===== src/rtl/overlay_mixer.sv =====
// Overlay mixer: keys an overlay image, streamed from a first-word-fall-through
// FIFO, over the background video inside a per-frame latched window.
//
// Ports:
//   pixelClock, reset_n          clock, async active-low reset
//   deIn, hsyncIn, vsyncIn       input timing
//   bgData                       background RGB aligned with deIn
//   fifoData, fifoEmpty          overlay FIFO head word and empty flag
//   fifoRead                     pop the overlay FIFO this cycle
//   ovlEnable, ovlX, ovlY        overlay enable and top-left, latched at frame start
//   DE, HSYNC, VSYNC, data       output video, 2 cycles behind the inputs
//   underflow                    sticky FIFO underflow, cleared at frame start
//   frameStart                   pulse in the cycle vsyncIn becomes active
module overlay_mixer #(
  parameter int unsigned width     = 1920,
  parameter int unsigned height    = 1080,
  parameter int unsigned ovlWidth  = 256,
  parameter int unsigned ovlHeight = 256,
  parameter logic [23:0] keyColour = 24'hFF00FF,
  parameter bit          hPolarity = 1'b1,
  parameter bit          vPolarity = 1'b1
) (
  input  logic        pixelClock,
  input  logic        reset_n,
  input  logic        deIn,
  input  logic        hsyncIn,
  input  logic        vsyncIn,
  input  logic [23:0] bgData,
  input  logic [23:0] fifoData,
  input  logic        fifoEmpty,
  output logic        fifoRead,
  input  logic        ovlEnable,
  input  logic [11:0] ovlX,
  input  logic [11:0] ovlY,
  output logic        DE,
  output logic        HSYNC,
  output logic        VSYNC,
  output logic [23:0] data,
  output logic        underflow,
  output logic        frameStart
);

  localparam logic [1:0] WAIT_SYNC = 2'd0;
  localparam logic [1:0] RUN       = 2'd1;
  localparam logic [1:0] SKIP      = 2'd2;

  localparam logic [12:0] ActW = 13'(width);
  localparam logic [12:0] ActH = 13'(height);
  localparam logic [12:0] OvlW = 13'(ovlWidth);
  localparam logic [12:0] OvlH = 13'(ovlHeight);

  logic        vs_act, vs_act_q, frame_start;
  logic        de_q;
  logic [11:0] x_q, y_q;
  logic        en_q;
  logic [11:0] ox_q, oy_q;
  logic [1:0]  state_q, state_d;
  logic        in_x, in_y, in_window, uf_event;

  logic        de1_q, hs1_q, vs1_q, hit1_q;
  logic [23:0] bg1_q, ovl1_q;
  logic [23:0] data_d;

  assign vs_act      = (vsyncIn == vPolarity);
  // vs_act_q resets to "active" so a vsync already active at release is not a frame start.
  assign frame_start = vs_act & ~vs_act_q;
  assign frameStart  = frame_start;

  // 13-bit compares: the window end never wraps and the active edge clips it.
  assign in_x = ({1'b0, x_q} >= {1'b0, ox_q}) && ({1'b0, x_q} < ({1'b0, ox_q} + OvlW)) &&
                ({1'b0, x_q} < ActW);
  assign in_y = ({1'b0, y_q} >= {1'b0, oy_q}) && ({1'b0, y_q} < ({1'b0, oy_q} + OvlH)) &&
                ({1'b0, y_q} < ActH);
  assign in_window = deIn & en_q & in_x & in_y;

  assign fifoRead = (state_q == RUN) & in_window & ~fifoEmpty;
  assign uf_event = (state_q == RUN) & in_window & fifoEmpty;

  always_comb begin
    state_d = state_q;
    case (state_q)
      WAIT_SYNC: if (frame_start) state_d = RUN;
      RUN:       if (uf_event) state_d = SKIP;
      SKIP:      if (frame_start) state_d = RUN;
      default:   state_d = WAIT_SYNC;
    endcase
  end

  // Counters, per-frame latches and control state.
  always_ff @(posedge pixelClock or negedge reset_n) begin
    if (!reset_n) begin
      vs_act_q  <= 1'b1;
      de_q      <= 1'b0;
      x_q       <= '0;
      y_q       <= '0;
      en_q      <= 1'b0;
      ox_q      <= '0;
      oy_q      <= '0;
      state_q   <= WAIT_SYNC;
      underflow <= 1'b0;
    end else begin
      vs_act_q <= vs_act;
      de_q     <= deIn;
      state_q  <= state_d;
      if (deIn) begin
        x_q <= x_q + 12'd1;
      end else if (de_q) begin
        x_q <= '0;
      end
      if (frame_start) begin
        y_q  <= '0;
        en_q <= ovlEnable;
        ox_q <= ovlX;
        oy_q <= ovlY;
      end else if (de_q && !deIn) begin
        y_q <= y_q + 12'd1;
      end
      // A same-cycle underflow wins over the frame-start clear.
      if (uf_event) begin
        underflow <= 1'b1;
      end else if (frame_start) begin
        underflow <= 1'b0;
      end
    end
  end

  // Stage 1: capture timing, background and the popped overlay word.
  always_ff @(posedge pixelClock or negedge reset_n) begin
    if (!reset_n) begin
      de1_q  <= 1'b0;
      hs1_q  <= !hPolarity;
      vs1_q  <= !vPolarity;
      hit1_q <= 1'b0;
      bg1_q  <= '0;
      ovl1_q <= '0;
    end else begin
      de1_q  <= deIn;
      hs1_q  <= hsyncIn;
      vs1_q  <= vsyncIn;
      hit1_q <= fifoRead;
      bg1_q  <= bgData;
      if (fifoRead) begin
        ovl1_q <= fifoData;
      end
    end
  end

  always_comb begin
    data_d = bg1_q;
    if (!de1_q) begin
      data_d = '0;
    end else if (hit1_q && (ovl1_q != keyColour)) begin
      data_d = ovl1_q;
    end
  end

  // Stage 2: output registers.
  always_ff @(posedge pixelClock or negedge reset_n) begin
    if (!reset_n) begin
      DE    <= 1'b0;
      HSYNC <= !hPolarity;
      VSYNC <= !vPolarity;
      data  <= '0;
    end else begin
      DE    <= de1_q;
      HSYNC <= hs1_q;
      VSYNC <= vs1_q;
      data  <= data_d;
    end
  end

endmodule


===== config.mk =====
export PLATFORM = sky130hd
export DESIGN_NAME = overlay_mixer
export DESIGN_NICKNAME = d
export VERILOG_FILES = /design/src/rtl/overlay_mixer.sv
export SDC_FILE = /design/constraint.sdc
export NUM_CORES = 1
export LEC_CHECK = 0
export BUFFER_PORTS_ARGS = -buffer_cell sky130_fd_sc_hd__buf_2
export CAP_MARGIN = 30
export CORE_ASPECT_RATIO = 1.25
export CORE_MARGIN = 2
export CORE_UTILIZATION = 55
export DETAILED_ROUTE_END_ITERATION = 12
export GPL_TIMING_DRIVEN = 0
export PLACE_DENSITY_LB_ADDON = 0.15
export SYNTH_ARGS = -nofsm -noshare
export SYNTH_HDL_FRONTEND = slang
export SYNTH_SLANG_ARGS = --single-unit

===== constraint.sdc =====
create_clock -name pixelClock -period 2.9 [get_ports pixelClock]
set_input_delay 0.58 -clock pixelClock [delete_from_list [all_inputs] [get_ports pixelClock]]
set_output_delay 0.58 -clock pixelClock [all_outputs]
set_load 0.005 [all_outputs]

==> results of run 1 <==
synthesized netlist by cell type (2+ instances only):
master                      count
sky130_fd_sc_hd__a211o_1        2
sky130_fd_sc_hd__a21o_1         5
sky130_fd_sc_hd__a21o_2         2
sky130_fd_sc_hd__a21oi_1       11
sky130_fd_sc_hd__a22oi_1        2
sky130_fd_sc_hd__a31oi_1        2
sky130_fd_sc_hd__and3_2         2
sky130_fd_sc_hd__and4_1         2
sky130_fd_sc_hd__buf_2          2
sky130_fd_sc_hd__buf_6          2
sky130_fd_sc_hd__clkbuf_1      12
sky130_fd_sc_hd__dfrtp_1      131
sky130_fd_sc_hd__ha_1          36
sky130_fd_sc_hd__inv_1         28
sky130_fd_sc_hd__mux2_2         5
sky130_fd_sc_hd__mux2_4        20
sky130_fd_sc_hd__mux2i_1       24
sky130_fd_sc_hd__nand2_1       51
sky130_fd_sc_hd__nand2b_1       5
sky130_fd_sc_hd__nand3_1       18
sky130_fd_sc_hd__nand4_1       15
sky130_fd_sc_hd__nand4b_1       2
sky130_fd_sc_hd__nor2_1        19
sky130_fd_sc_hd__nor2b_1       30
sky130_fd_sc_hd__nor3_1         3
sky130_fd_sc_hd__nor3b_1        2
sky130_fd_sc_hd__nor4_1         3
sky130_fd_sc_hd__o2111ai_1      2
sky130_fd_sc_hd__o211ai_1       8
sky130_fd_sc_hd__o21ai_0       35
sky130_fd_sc_hd__o31ai_1        4
sky130_fd_sc_hd__or4b_2         2
sky130_fd_sc_hd__xnor2_1        9
sky130_fd_sc_hd__xor2_1         5
cell type report:
type	count	area (µm²)
clock inverters	14	244
multi-input cells	344	2690
repair buffers	123	689
fillers	754	2940
well taps	132	165
inverters	29	109
flip-flops and latches	132	3310
clock buffers	18	439
plain buffers	16	77.6
critical path, delay by kind of cell, from the launching register on:
| family | cells | cell delay (ns) |
|---|---|---|
| flops | 1 | 0.40 |
| fa+ha+maj | 1 | 0.30 |
| compound gates | 2 | 0.35 |
| simple gates | 3 | 1.04 |
| buf+inv | 1 | 0.10 |
flip-flops by register name, summed over array words and instances, names as in the netlist:
register   cells
underflow      1
VSYNC          1
HSYNC          1
vs1_q          1
en_q           1
hit1_q         1
bg1_q         24
ovl1_q        24
hs1_q          1
vs_act_q       1
data          24
x_q           12
oy_q          12
y_q           12
DE             1
de1_q          1
ox_q          12
state_q        2
cells by family (layout without fill, tap and decap cells):
logic type / count (synthesis) / count (layout) / synth area share
simple gates: 165 / 165 / 0.145
buf+inv: 45 / 200 / 0.0308
fa+ha+maj: 36 / 36 / 0.0744
flops: 132 / 132 / 0.546
mux: 49 / 49 / 0.0986
compound gates: 80 / 80 / 0.0856
xor+xnor: 14 / 14 / 0.0203
repair_timing:
action                                  in CTS  in global routing
gates resized for setup                     19                  8
cloned                                       0                  0
buffers inserted                            12                  2
hold buffers                                 0                  0
pin swaps                                   10                  6
endpoints found under the setup margin      21                 21
metrics by stage:
step / total power [W] / area [µm²] / std cells / TNS [ns]
floorplan: 0.00232 / 6050 / 521 / 0
global placement: 0.00249 / 6760 / 761 / -51.35
detailed placement: 0.00252 / 6790 / 762 / -0.188
CTS: 0.00505 / 7670 / 806 / -0.283
global route: 0.00524 / 7720 / 808 / -1.50
finish: 0.00504 / 7720 / 808 / -0.286
final timing paths:
kind / startpoint / slack (ns) / depth (start not counted) / to
worst max-delay path: x_q[1] / -0.29 / 7 / fifoRead
worst min-delay path: reset_n / 0.12 / 1 / data[6]
worst max register to register: x_q[1] / 0.03 / 10 / ovl1_q[17]
worst min register to register: vs1_q / 0.35 / 0 / VSYNC
max in group asynchronous: reset_n / 2.04 / 2 / x_q[7]
min in group pixelClock: bgData[9] / 0.26 / 1 / bg1_q[9]
report_power, final:
part	internal (W)	leakage, nW	switching (W)
Clock	0.00165	0.328	0.000826
Sequential	0.00195	1.69	0.0000635
Combinational	0.000252	1.77	0.000299
per-layer routing:
metal  track usage  share of wire
met2         0.419           0.53
met1         0.282           0.41
met4        0.0920          0.022
met5             0              0
met3        0.0547          0.043
==> impl_metrics.prom, run 1 <==
# TYPE chip_impl_metric gauge
chip_impl_metric{name="initialDrtViolationCount",unit=""} 184
chip_impl_info{name="commonest_cells_after_routing_fill_and_taps_aside",value="sky130_fd_sc_hd__dfrtp_1, sky130_fd_sc_hd__buf_2, sky130_fd_sc_hd__nand2_1, sky130_fd_sc_hd__o21ai_0, sky130_fd_sc_hd__ha_1"} 1
chip_impl_info{name="synth_top_area_cell",value="sky130_fd_sc_hd__dfrtp_1"} 1
chip_impl_metric{name="number_of_nets_still_failing_antenna_checks_after_routing",unit=""} 0
chip_impl_info{name="critPathKind",value="flip-flop to output port"} 1
chip_impl_metric{name="first_pass_iters",unit=""} 4
chip_impl_metric{name="clock_tree.buffer_depth",unit=""} 2
chip_impl_metric{name="core.rowCount",unit=""} 42
chip_impl_info{name="violations",value="negative setup slack"} 1
chip_impl_info{name="layout_commonest_cell",value="sky130_fd_sc_hd__dfrtp_1"} 1
chip_impl_metric{name="floorplan.initialDensity",unit=""} 0.568
chip_impl_info{name="ctsRootBufferMaster",value="sky130_fd_sc_hd__clkbuf_16"} 1
chip_impl_metric{name="timing_max_transition_violations_final",unit=""} 0
chip_impl_metric{name="final_min_period_over_clock_period",unit=""} 1.10
chip_impl_metric{name="synth_warn",unit=""} 0
chip_impl_metric{name="number_of_hold_violations_in_the_final_report",unit=""} 0
chip_impl_metric{name="cp_max_fo",unit=""} 2
chip_impl_metric{name="vdd.ir_drop.worst",unit="µV"} 415
chip_impl_metric{name="globalplace.congestion",unit=""} 0.863
chip_impl_metric{name="syn-cell-area",unit="µm²"} 6050
chip_impl_metric{name="postSynthNetCount",unit=""} 636
chip_impl_metric{name="clock_sinks",unit=""} 132
chip_impl_metric{name="avgSynthCellArea",unit="µm²"} 11.6
chip_impl_metric{name="worst_clock_skew",unit="ns"} 0.00852
chip_impl_metric{name="drc_viols",unit=""} 0
chip_impl_info{name="status",value="finished, violations left"} 1
chip_impl_metric{name="worst_skew_pair.late_latency",unit="ns"} 0.42
chip_impl_metric{name="crit_arrival",unit="ns"} 2.61
chip_impl_metric{name="utilization",unit=""} 0.724
chip_impl_metric{name="h-tree-depth",unit=""} 4
chip_impl_metric{name="via_count",unit=""} 4457
chip_impl_metric{name="synth_seq_cells",unit=""} 132
chip_impl_metric{name="antenna_found_initial",unit=""} 0
chip_impl_metric{name="numCtsBuffers",unit=""} 17
chip_impl_metric{name="areaGrowthSynthToFinish",unit="%"} 27.6
chip_impl_info{name="rsz0062_at_grt",value="true"} 1
chip_impl_metric{name="async_reset_ff_frac",unit=""} 1.00
chip_impl_metric{name="whs",unit="ns"} 0.122
chip_impl_metric{name="grt_max_degree",unit=""} 74
chip_impl_metric{name="netlist_instances",unit=""} 521
chip_impl_metric{name="pwr_density_cell",unit="nW/µm²"} 652
chip_impl_metric{name="first_pass_grt_wire_length",unit="µm"} 22000
chip_impl_metric{name="port-buffer-count",unit=""} 108
chip_impl_info{name="worst_hold_path_type",value="primary input to async pin"} 1
chip_impl_info{name="worstPathCellList",value="ha_1 > nor2b_1 > o2111ai_1 > or4b_2 > o211ai_1 > and4_4 > buf_6"} 1
chip_impl_metric{name="vias_per_cell",unit=""} 5.52
chip_impl_metric{name="routed_wire_length_per_instance",unit="µm"} 16.5
chip_impl_info{name="end_kind",value="output port"} 1
chip_impl_metric{name="finalSetupViolCount",unit=""} 1
chip_impl_metric{name="antenna-diode-count",unit=""} 0
chip_impl_metric{name="grt_pass1_vias",unit=""} 4518
chip_impl_metric{name="core_region_area",unit="µm²"} 10700
chip_impl_metric{name="die_y",unit="µm"} 121
chip_impl_metric{name="max_stage_delay",unit="ns"} 0.60
chip_impl_metric{name="post_route_cells_drive_above_1_share",unit=""} 0.321
chip_impl_metric{name="detailedPlacementHpwl",unit="µm"} 9130
chip_impl_metric{name="normalized_max_slew_margin",unit=""} 0.528
chip_impl_metric{name="global_route.usage.total",unit=""} 0.238
chip_impl_metric{name="synth.yosys.seq_area_share",unit=""} 0.546
chip_impl_info{name="critical-path-slowest-cell",value="sky130_fd_sc_hd__or4b_2"} 1
chip_impl_info{name="dominantRegCellSynth",value="sky130_fd_sc_hd__dfrtp_1"} 1
chip_impl_metric{name="p_leak",unit="nW"} 3.79
chip_impl_metric{name="finalNetCount",unit=""} 778
chip_impl_metric{name="die_width",unit="µm"} 97.8
chip_impl_metric{name="synth_enable_flop_cells",unit=""} 0
chip_impl_info{name="start_kind",value="flip-flop"} 1
chip_impl_metric{name="drv.max_cap_violation_count",unit=""} 0
chip_impl_info{name="synth.top_cells.by_area",value="sky130_fd_sc_hd__dfrtp_1, sky130_fd_sc_hd__ha_1, sky130_fd_sc_hd__mux2_4"} 1
chip_impl_metric{name="critical_path_required",unit="ns"} 2.32
chip_impl_metric{name="design.die.area",unit="µm²"} 11900
chip_impl_metric{name="floorplan.io_pins",unit=""} 109
chip_impl_metric{name="route.final.wire_length",unit="µm"} 13300
chip_impl_metric{name="max_clock_freq",unit="MHz"} 314
chip_impl_metric{name="synth.distinct_cells",unit=""} 54
chip_impl_info{name="cts_tree",value="yes"} 1
chip_impl_metric{name="min_clock_period_post_route",unit="ns"} 3.19
chip_impl_metric{name="synth.top_cell.area_share",unit=""} 0.541
chip_impl_metric{name="clkSlewWorstSetupHoldPaths",unit="ns"} 0.05
chip_impl_metric{name="setup_slack_placement",unit="ns"} -0.185
chip_impl_metric{name="gr-total-overflow",unit=""} 0
chip_impl_metric{name="worst_pin_slew",unit="ns"} 0.704
chip_impl_metric{name="post-route-worst-setup-slack",unit="ns"} -0.286
Note: power is estimated with default switching activity, not from simulation.
==> run 2: changes to the inputs <==
- BUFFER_PORTS_ARGS: -buffer_cell sky130_fd_sc_hd__buf_2 -> unset
- DONT_BUFFER_PORTS: unset -> 1
==> run 2 against run 1 <==
Against the previous run: die area unchanged; maximum frequency increased by 3.7%; global-route usage decreased by 1.2 points; first-iteration DRC count decreased by 13%; the run ends with negative hold slack, negative setup slack left; wire length decreased by 6.0%; critical path depth decreased by 2; sequential share of layout area increased by 4.4 points; count of clock-buffer cells in the layout decreased by 1; non-clock buffer count decreased by 108; clock skew decreased by 0.0026 ns; register-to-register slack improved by 0.05 ns.
==> impl_metrics.prom, run 2 (synthesis results as in run 1) <==
# TYPE chip_impl_metric gauge
chip_impl_info{name="status",value="finished, violations left"} 1
chip_impl_info{name="violations",value="negative hold slack, negative setup slack"} 1
chip_impl_info{name="crit_path_end",value="fifoRead"} 1
chip_impl_metric{name="first_pass_iters",unit=""} 4
chip_impl_metric{name="die_y",unit="µm"} 121
chip_impl_metric{name="antenna_found_initial",unit=""} 0
chip_impl_metric{name="drc_viols",unit=""} 0
chip_impl_metric{name="detailedPlacementHpwl",unit="µm"} 8680
chip_impl_metric{name="number_of_hold_violations_in_the_final_report",unit=""} 131
chip_impl_metric{name="post_route_cells_drive_above_1_share",unit=""} 0.192
chip_impl_metric{name="via_count",unit=""} 3999
chip_impl_metric{name="max_stage_delay",unit="ns"} 0.69
chip_impl_metric{name="cp_max_fo",unit=""} 4
chip_impl_metric{name="crit_arrival",unit="ns"} 2.49
chip_impl_metric{name="max_clock_freq",unit="MHz"} 326
chip_impl_info{name="critical-path-slowest-cell",value="sky130_fd_sc_hd__or4_2"} 1
chip_impl_metric{name="die_width",unit="µm"} 97.8
chip_impl_metric{name="vias_per_cell",unit=""} 5.71
chip_impl_metric{name="global_route.usage.total",unit=""} 0.226
chip_impl_metric{name="globalplace.congestion",unit=""} 0.861
chip_impl_info{name="ctsRootBufferMaster",value="sky130_fd_sc_hd__clkbuf_16"} 1
chip_impl_metric{name="critical_path_required",unit="ns"} 2.32
chip_impl_metric{name="timing_max_transition_violations_final",unit=""} 0
chip_impl_info{name="cts_tree",value="yes"} 1
chip_impl_info{name="r2r_end",value="ovl1_q[21]"} 1
chip_impl_info{name="critPathKind",value="flip-flop to output port"} 1
chip_impl_metric{name="core.rowCount",unit=""} 42
chip_impl_metric{name="grt_pass1_vias",unit=""} 4171
chip_impl_metric{name="normalized_max_slew_margin",unit=""} 0.536
chip_impl_metric{name="port-buffer-count",unit=""} 0
chip_impl_info{name="worstPathCellList",value="ha_1 > nand4_1 > or4_2 > o211ai_1 > and4_4"} 1
chip_impl_info{name="worst_hold_path_type",value="primary input to async pin"} 1
chip_impl_info{name="start_kind",value="flip-flop"} 1
chip_impl_info{name="biggestRegsByFlops",value="bg1_q (24), data (24), ovl1_q (24)"} 1
chip_impl_metric{name="routed_wire_length_per_instance",unit="µm"} 17.9
chip_impl_metric{name="floorplan.io_pins",unit=""} 109
chip_impl_metric{name="final_min_period_over_clock_period",unit=""} 1.06
chip_impl_metric{name="pwr_density_cell",unit="nW/µm²"} 644
chip_impl_metric{name="areaGrowthSynthToFinish",unit="%"} 15.9
chip_impl_metric{name="number_of_nets_still_failing_antenna_checks_after_routing",unit=""} 0
chip_impl_metric{name="min_clock_period_post_route",unit="ns"} 3.07
chip_impl_metric{name="vdd.ir_drop.worst",unit="µV"} 362
chip_impl_metric{name="h-tree-depth",unit=""} 4
chip_impl_info{name="layout_commonest_cell",value="sky130_fd_sc_hd__dfrtp_1"} 1
chip_impl_metric{name="design.die.area",unit="µm²"} 11900
chip_impl_metric{name="floorplan.initialDensity",unit=""} 0.568
chip_impl_metric{name="p_leak",unit="nW"} 3.28
chip_impl_metric{name="worst_skew_pair.late_latency",unit="ns"} 0.41
chip_impl_info{name="r2r_start",value="y_q[7]"} 1
chip_impl_info{name="commonest_cells_after_routing_fill_and_taps_aside",value="sky130_fd_sc_hd__dfrtp_1, sky130_fd_sc_hd__nand2_1, sky130_fd_sc_hd__o21ai_0, sky130_fd_sc_hd__ha_1, sky130_fd_sc_hd__nor2b_1"} 1
chip_impl_metric{name="finalSetupViolCount",unit=""} 1
chip_impl_metric{name="whs",unit="ns"} -0.136
chip_impl_info{name="end_kind",value="output port"} 1
chip_impl_metric{name="clkSlewWorstSetupHoldPaths",unit="ns"} 0.06
chip_impl_metric{name="antenna-diode-count",unit=""} 0
chip_impl_metric{name="core_region_area",unit="µm²"} 10700
chip_impl_metric{name="clock_tree.buffer_depth",unit=""} 2
chip_impl_metric{name="drv.max_cap_violation_count",unit=""} 0
chip_impl_metric{name="numCtsBuffers",unit=""} 17
chip_impl_metric{name="finalNetCount",unit=""} 670
chip_impl_info{name="rsz0062_at_grt",value="true"} 1
chip_impl_metric{name="dpl.cell_count",unit=""} 653
chip_impl_metric{name="r2r.worst_path.cells",unit=""} 8
chip_impl_metric{name="worst_pin_slew",unit="ns"} 0.692
chip_impl_metric{name="post-route-worst-setup-slack",unit="ns"} -0.171
chip_impl_metric{name="final_cell_count_no_fill",unit=""} 700
chip_impl_info{name="cp_launch_point",value="y_q[7]"} 1
chip_impl_metric{name="gr-total-overflow",unit=""} 0
chip_impl_metric{name="grt_max_degree",unit=""} 133
chip_impl_metric{name="clock_sinks",unit=""} 132
chip_impl_metric{name="worst_clock_skew",unit="ns"} 0.00594
chip_impl_metric{name="r2r_setup_slack",unit="ns"} 0.08
chip_impl_metric{name="first_pass_grt_wire_length",unit="µm"} 20700
chip_impl_metric{name="route.final.wire_length",unit="µm"} 12500
chip_impl_metric{name="initialDrtViolationCount",unit=""} 160
[run 2: final cells by class]
| class | count | area, µm² |
|---|---|---|
| well taps | 132 | 165 |
| repair buffers | 15 | 113 |
| inverters | 29 | 109 |
| flip-flops and latches | 132 | 3310 |
| clock inverters | 15 | 156 |
| fillers | 816 | 3650 |
| clock buffers | 17 | 425 |
| plain buffers | 16 | 77.6 |
| multi-input cells | 344 | 2660 |
[run 2: worst min path at each step]
stage	startpoint	slack [ns]	to
after floorplan	reset_n	0.28	DE
after global placement	reset_n	0.29	data[6]
after detailed placement	reset_n	0.29	data[6]
after CTS	reset_n	-0.15	data[20]
after global routing	reset_n	-0.16	data[6]
final	reset_n	-0.14	data[6]
[run 2: per-stage QoR]
step	setup TNS (ns)	total power [W]	setup slack, ns	cell area, µm²	utilization
after floorplan	0	0.00232	0.262	6050	-
after global placement	-0.0509	0.00239	-0.0509	6220	0.583
after detailed placement	-0.0695	0.00241	-0.0695	6220	0.583
after CTS	-0.154	0.00455	-0.154	6970	0.654
after global routing	-1.44	0.00472	-0.283	7010	0.658
final	-0.171	0.00452	-0.171	7010	0.658
[run 2: routing by layer]
layer / wire, µm / track usage / share of wire
met5: 0 / 0 / 0
met4: 321 / 0.0911 / 0.026
met3: 626 / 0.0680 / 0.050
met2: 6510 / 0.393 / 0.52
met1: 5080 / 0.259 / 0.41
[run 2: power by group]
| group | switching (W) | internal, W | leakage [nW] | total (W) |
|---|---|---|---|---|
| clock network | 0.000810 | 0.00127 | 0.278 | 0.00208 |
| logic | 0.000230 | 0.000192 | 1.32 | 0.000422 |
| registers | 0.0000670 | 0.00195 | 1.69 | 0.00202 |
[run 2: worst max-delay path: cells and delay by family (launching register included)]
family	cells	cell delay, ns
adders and majority gates	1	0.33
DFF	1	0.42
AOI/OAI and AO/OA	1	0.17
and+or+nand+nor	3	1.16
[run 2: what timing repair did]
item	in CTS	in global routing
gates resized for setup	19	3
setup endpoints to repair	16	21
gates cloned	0	0
endpoints found under the hold margin	131	131
pin swaps	10	7
buffers inserted	12	3
==> run 3: changes to the inputs <==
- SETUP_SLACK_MARGIN: unset -> 0.15
==> run 3 against run 2 <==
Against the previous run: worst hold slack about the same; cell count down 0.14%; critical path type unchanged; largest power group unchanged; via count down 0.35%; register-to-register slack better by 0.07 ns; critical endpoint unchanged; die area unchanged; combinational power about the same; the flow still finishes with violations (negative hold slack, negative setup slack); total power up 0.12%; wire length up 0.18%; critical path depth unchanged.
==> impl_metrics.prom, run 3 (synthesis results as in run 1) <==
# TYPE chip_impl_metric gauge
chip_impl_metric{name="die_y",unit="µm"} 121
chip_impl_metric{name="grt_max_degree",unit=""} 133
chip_impl_info{name="violations",value="negative hold slack, negative setup slack"} 1
chip_impl_metric{name="clock_tree.buffer_depth",unit=""} 2
chip_impl_info{name="status",value="finished, violations left"} 1
chip_impl_metric{name="finalSetupViolCount",unit=""} 1
chip_impl_info{name="start_kind",value="flip-flop"} 1
chip_impl_metric{name="layout.filler_cells",unit=""} 817
chip_impl_metric{name="areaGrowthSynthToFinish",unit="%"} 15.9
chip_impl_metric{name="design.die.area",unit="µm²"} 11900
chip_impl_metric{name="clock_sinks",unit=""} 132
chip_impl_metric{name="pwr_density_cell",unit="nW/µm²"} 645
chip_impl_metric{name="whs",unit="ns"} -0.136
chip_impl_metric{name="final_cell_count_no_fill",unit=""} 699
chip_impl_metric{name="post_route_cells_drive_above_1_share",unit=""} 0.190
chip_impl_metric{name="critical_path_required",unit="ns"} 2.32
chip_impl_info{name="worst_hold_path_type",value="primary input to async pin"} 1
chip_impl_metric{name="grt_pass1_vias",unit=""} 4190
chip_impl_metric{name="r2r_setup_slack",unit="ns"} 0.15
chip_impl_metric{name="post-route-worst-setup-slack",unit="ns"} -0.175
chip_impl_metric{name="max_clock_freq",unit="MHz"} 325
chip_impl_metric{name="timing_max_transition_violations_final",unit=""} 0
chip_impl_info{name="cts_tree",value="yes"} 1
chip_impl_metric{name="min_clock_period_post_route",unit="ns"} 3.07
chip_impl_metric{name="p_leak",unit="nW"} 3.27
chip_impl_metric{name="postPlaceCellArea",unit="µm²"} 6220
chip_impl_metric{name="floorplan.io_pins",unit=""} 109
chip_impl_metric{name="dpl.cell_count",unit=""} 653
chip_impl_metric{name="detailedPlacementHpwl",unit="µm"} 8680
chip_impl_metric{name="r2r.worst_path.cells",unit=""} 12
chip_impl_metric{name="gr-total-overflow",unit=""} 0
chip_impl_metric{name="routed_wire_length_per_instance",unit="µm"} 18.0
chip_impl_info{name="biggestRegsByFlops",value="bg1_q (24), data (24), ovl1_q (24)"} 1
chip_impl_metric{name="globalplace.congestion",unit=""} 0.861
chip_impl_metric{name="vdd.ir_drop.worst",unit="µV"} 362
chip_impl_info{name="rsz0062_at_grt",value="true"} 1
chip_impl_info{name="commonest_cells_after_routing_fill_and_taps_aside",value="sky130_fd_sc_hd__dfrtp_1, sky130_fd_sc_hd__nand2_1, sky130_fd_sc_hd__o21ai_0, sky130_fd_sc_hd__ha_1, sky130_fd_sc_hd__nor2b_1"} 1
chip_impl_metric{name="drv.max_cap_violation_count",unit=""} 0
chip_impl_info{name="end_kind",value="output port"} 1
chip_impl_metric{name="crit_arrival",unit="ns"} 2.49
chip_impl_metric{name="global_route.usage.total",unit=""} 0.226
chip_impl_metric{name="drc_viols",unit=""} 0
chip_impl_metric{name="number_of_hold_violations_in_the_final_report",unit=""} 131
chip_impl_metric{name="cp_max_fo",unit=""} 4
chip_impl_metric{name="route.final.wire_length",unit="µm"} 12600
chip_impl_metric{name="core_region_area",unit="µm²"} 10700
chip_impl_metric{name="antenna-diode-count",unit=""} 0
chip_impl_metric{name="number_of_nets_still_failing_antenna_checks_after_routing",unit=""} 0
chip_impl_metric{name="port-buffer-count",unit=""} 0
chip_impl_metric{name="finalNetCount",unit=""} 669
chip_impl_metric{name="worst_clock_skew",unit="ns"} 0.00712
chip_impl_metric{name="numCtsBuffers",unit=""} 17
chip_impl_metric{name="floorplan.initialDensity",unit=""} 0.568
chip_impl_metric{name="initialDrtViolationCount",unit=""} 186
chip_impl_metric{name="finish.instance_area",unit="µm²"} 7020
chip_impl_metric{name="first_pass_iters",unit=""} 4
chip_impl_metric{name="h-tree-depth",unit=""} 4
chip_impl_info{name="ctsRootBufferMaster",value="sky130_fd_sc_hd__clkbuf_16"} 1
chip_impl_info{name="critPathKind",value="flip-flop to output port"} 1
chip_impl_metric{name="first_pass_grt_wire_length",unit="µm"} 20800
chip_impl_metric{name="worst_pin_slew",unit="ns"} 0.690
chip_impl_metric{name="normalized_max_slew_margin",unit=""} 0.538
chip_impl_info{name="layout_commonest_cell",value="sky130_fd_sc_hd__dfrtp_1"} 1
chip_impl_metric{name="antenna_found_initial",unit=""} 0
chip_impl_metric{name="final_min_period_over_clock_period",unit=""} 1.06
chip_impl_metric{name="worst_skew_pair.late_latency",unit="ns"} 0.41
chip_impl_metric{name="core.rowCount",unit=""} 42
chip_impl_metric{name="clkSlewWorstSetupHoldPaths",unit="ns"} 0.06
chip_impl_metric{name="die_width",unit="µm"} 97.8
chip_impl_metric{name="via_count",unit=""} 3985
chip_impl_metric{name="vias_per_cell",unit=""} 5.70
==> run 3: cell count changes in the layout (fill, tap and decap cells not counted) <==
cell                      before  now
sky130_fd_sc_hd__buf_4        15   14
sky130_fd_sc_hd__nand4_2       1    0
sky130_fd_sc_hd__nand4_4       0    1
==> run 3: critical path, stage by stage, from the launching register on <==
cell                       delay [ns]
sky130_fd_sc_hd__dfrtp_1         0.42
sky130_fd_sc_hd__ha_1            0.33
sky130_fd_sc_hd__nand4_1         0.17
sky130_fd_sc_hd__or4_2           0.69
sky130_fd_sc_hd__o211ai_1        0.17
sky130_fd_sc_hd__and4_4          0.30
==> run 3: worst paths after layout <==
path,start,endpoint
hold reg to reg,vs1_q,VSYNC
min in group pixelClock,vsyncIn,vs_act_q
hold / removal,reset_n,data[6]
setup / recovery,y_q[7],fifoRead
max in group asynchronous,reset_n,vs_act_q
setup reg to reg,ox_q[8],ovl1_q[7]
==> run 3: what timing repair did <==
item                                    in CTS  in global routing
endpoints found under the setup margin      21                 21
pin swaps                                   10                  6
setup buffers                               12                  2
hold endpoints to repair                   131                131
resized for setup                           20                  3
==> run 3: cell type report <==
| class | instances | area, µm² | share of cell area |
|---|---|---|---|
| buffer | 16 | 77.6 | 0.0111 |
| clock buffer | 17 | 425 | 0.0606 |
| clock inverter | 15 | 156 | 0.0223 |
| inverter | 29 | 109 | 0.0155 |
| multi-input combinational | 344 | 2670 | 0.380 |
| sequential | 132 | 3310 | 0.472 |
| tap | 132 | 165 | 0.0235 |
| timing repair buffer | 14 | 105 | 0.0150 |
==> run 3: where the power goes <==
part / total, W / leakage [nW] / internal, W / switching [W]
logic: 0.000424 / 1.31 / 0.000192 / 0.000232
registers: 0.00202 / 1.69 / 0.00195 / 0.0000670
clock network: 0.00208 / 0.278 / 0.00127 / 0.000813
==> run 3: layer usage <==
metal | vias up | track usage | share of wire
li1 | 1894 | - | -
met1 | 1960 | 0.259 | 0.40
met5 | - | 0 | 0
met3 | 30 | 0.0685 | 0.053
met2 | 101 | 0.394 | 0.52
met4 | 0 | 0.0938 | 0.027
==> run 3: per-stage QoR <==
step	hold WS, ns	total power [W]	utilization	setup TNS [ns]	setup slack, ns
floorplan	0.284	0.00232	-	0	0.262
global route	-0.161	0.00473	0.658	-1.36	-0.281
global placement	0.287	0.00239	0.583	-0.0509	-0.0509
detailed placement	0.287	0.00241	0.583	-0.0695	-0.0695
CTS	-0.153	0.00455	0.655	-0.154	-0.154
finish	-0.136	0.00453	0.658	-0.175	-0.175
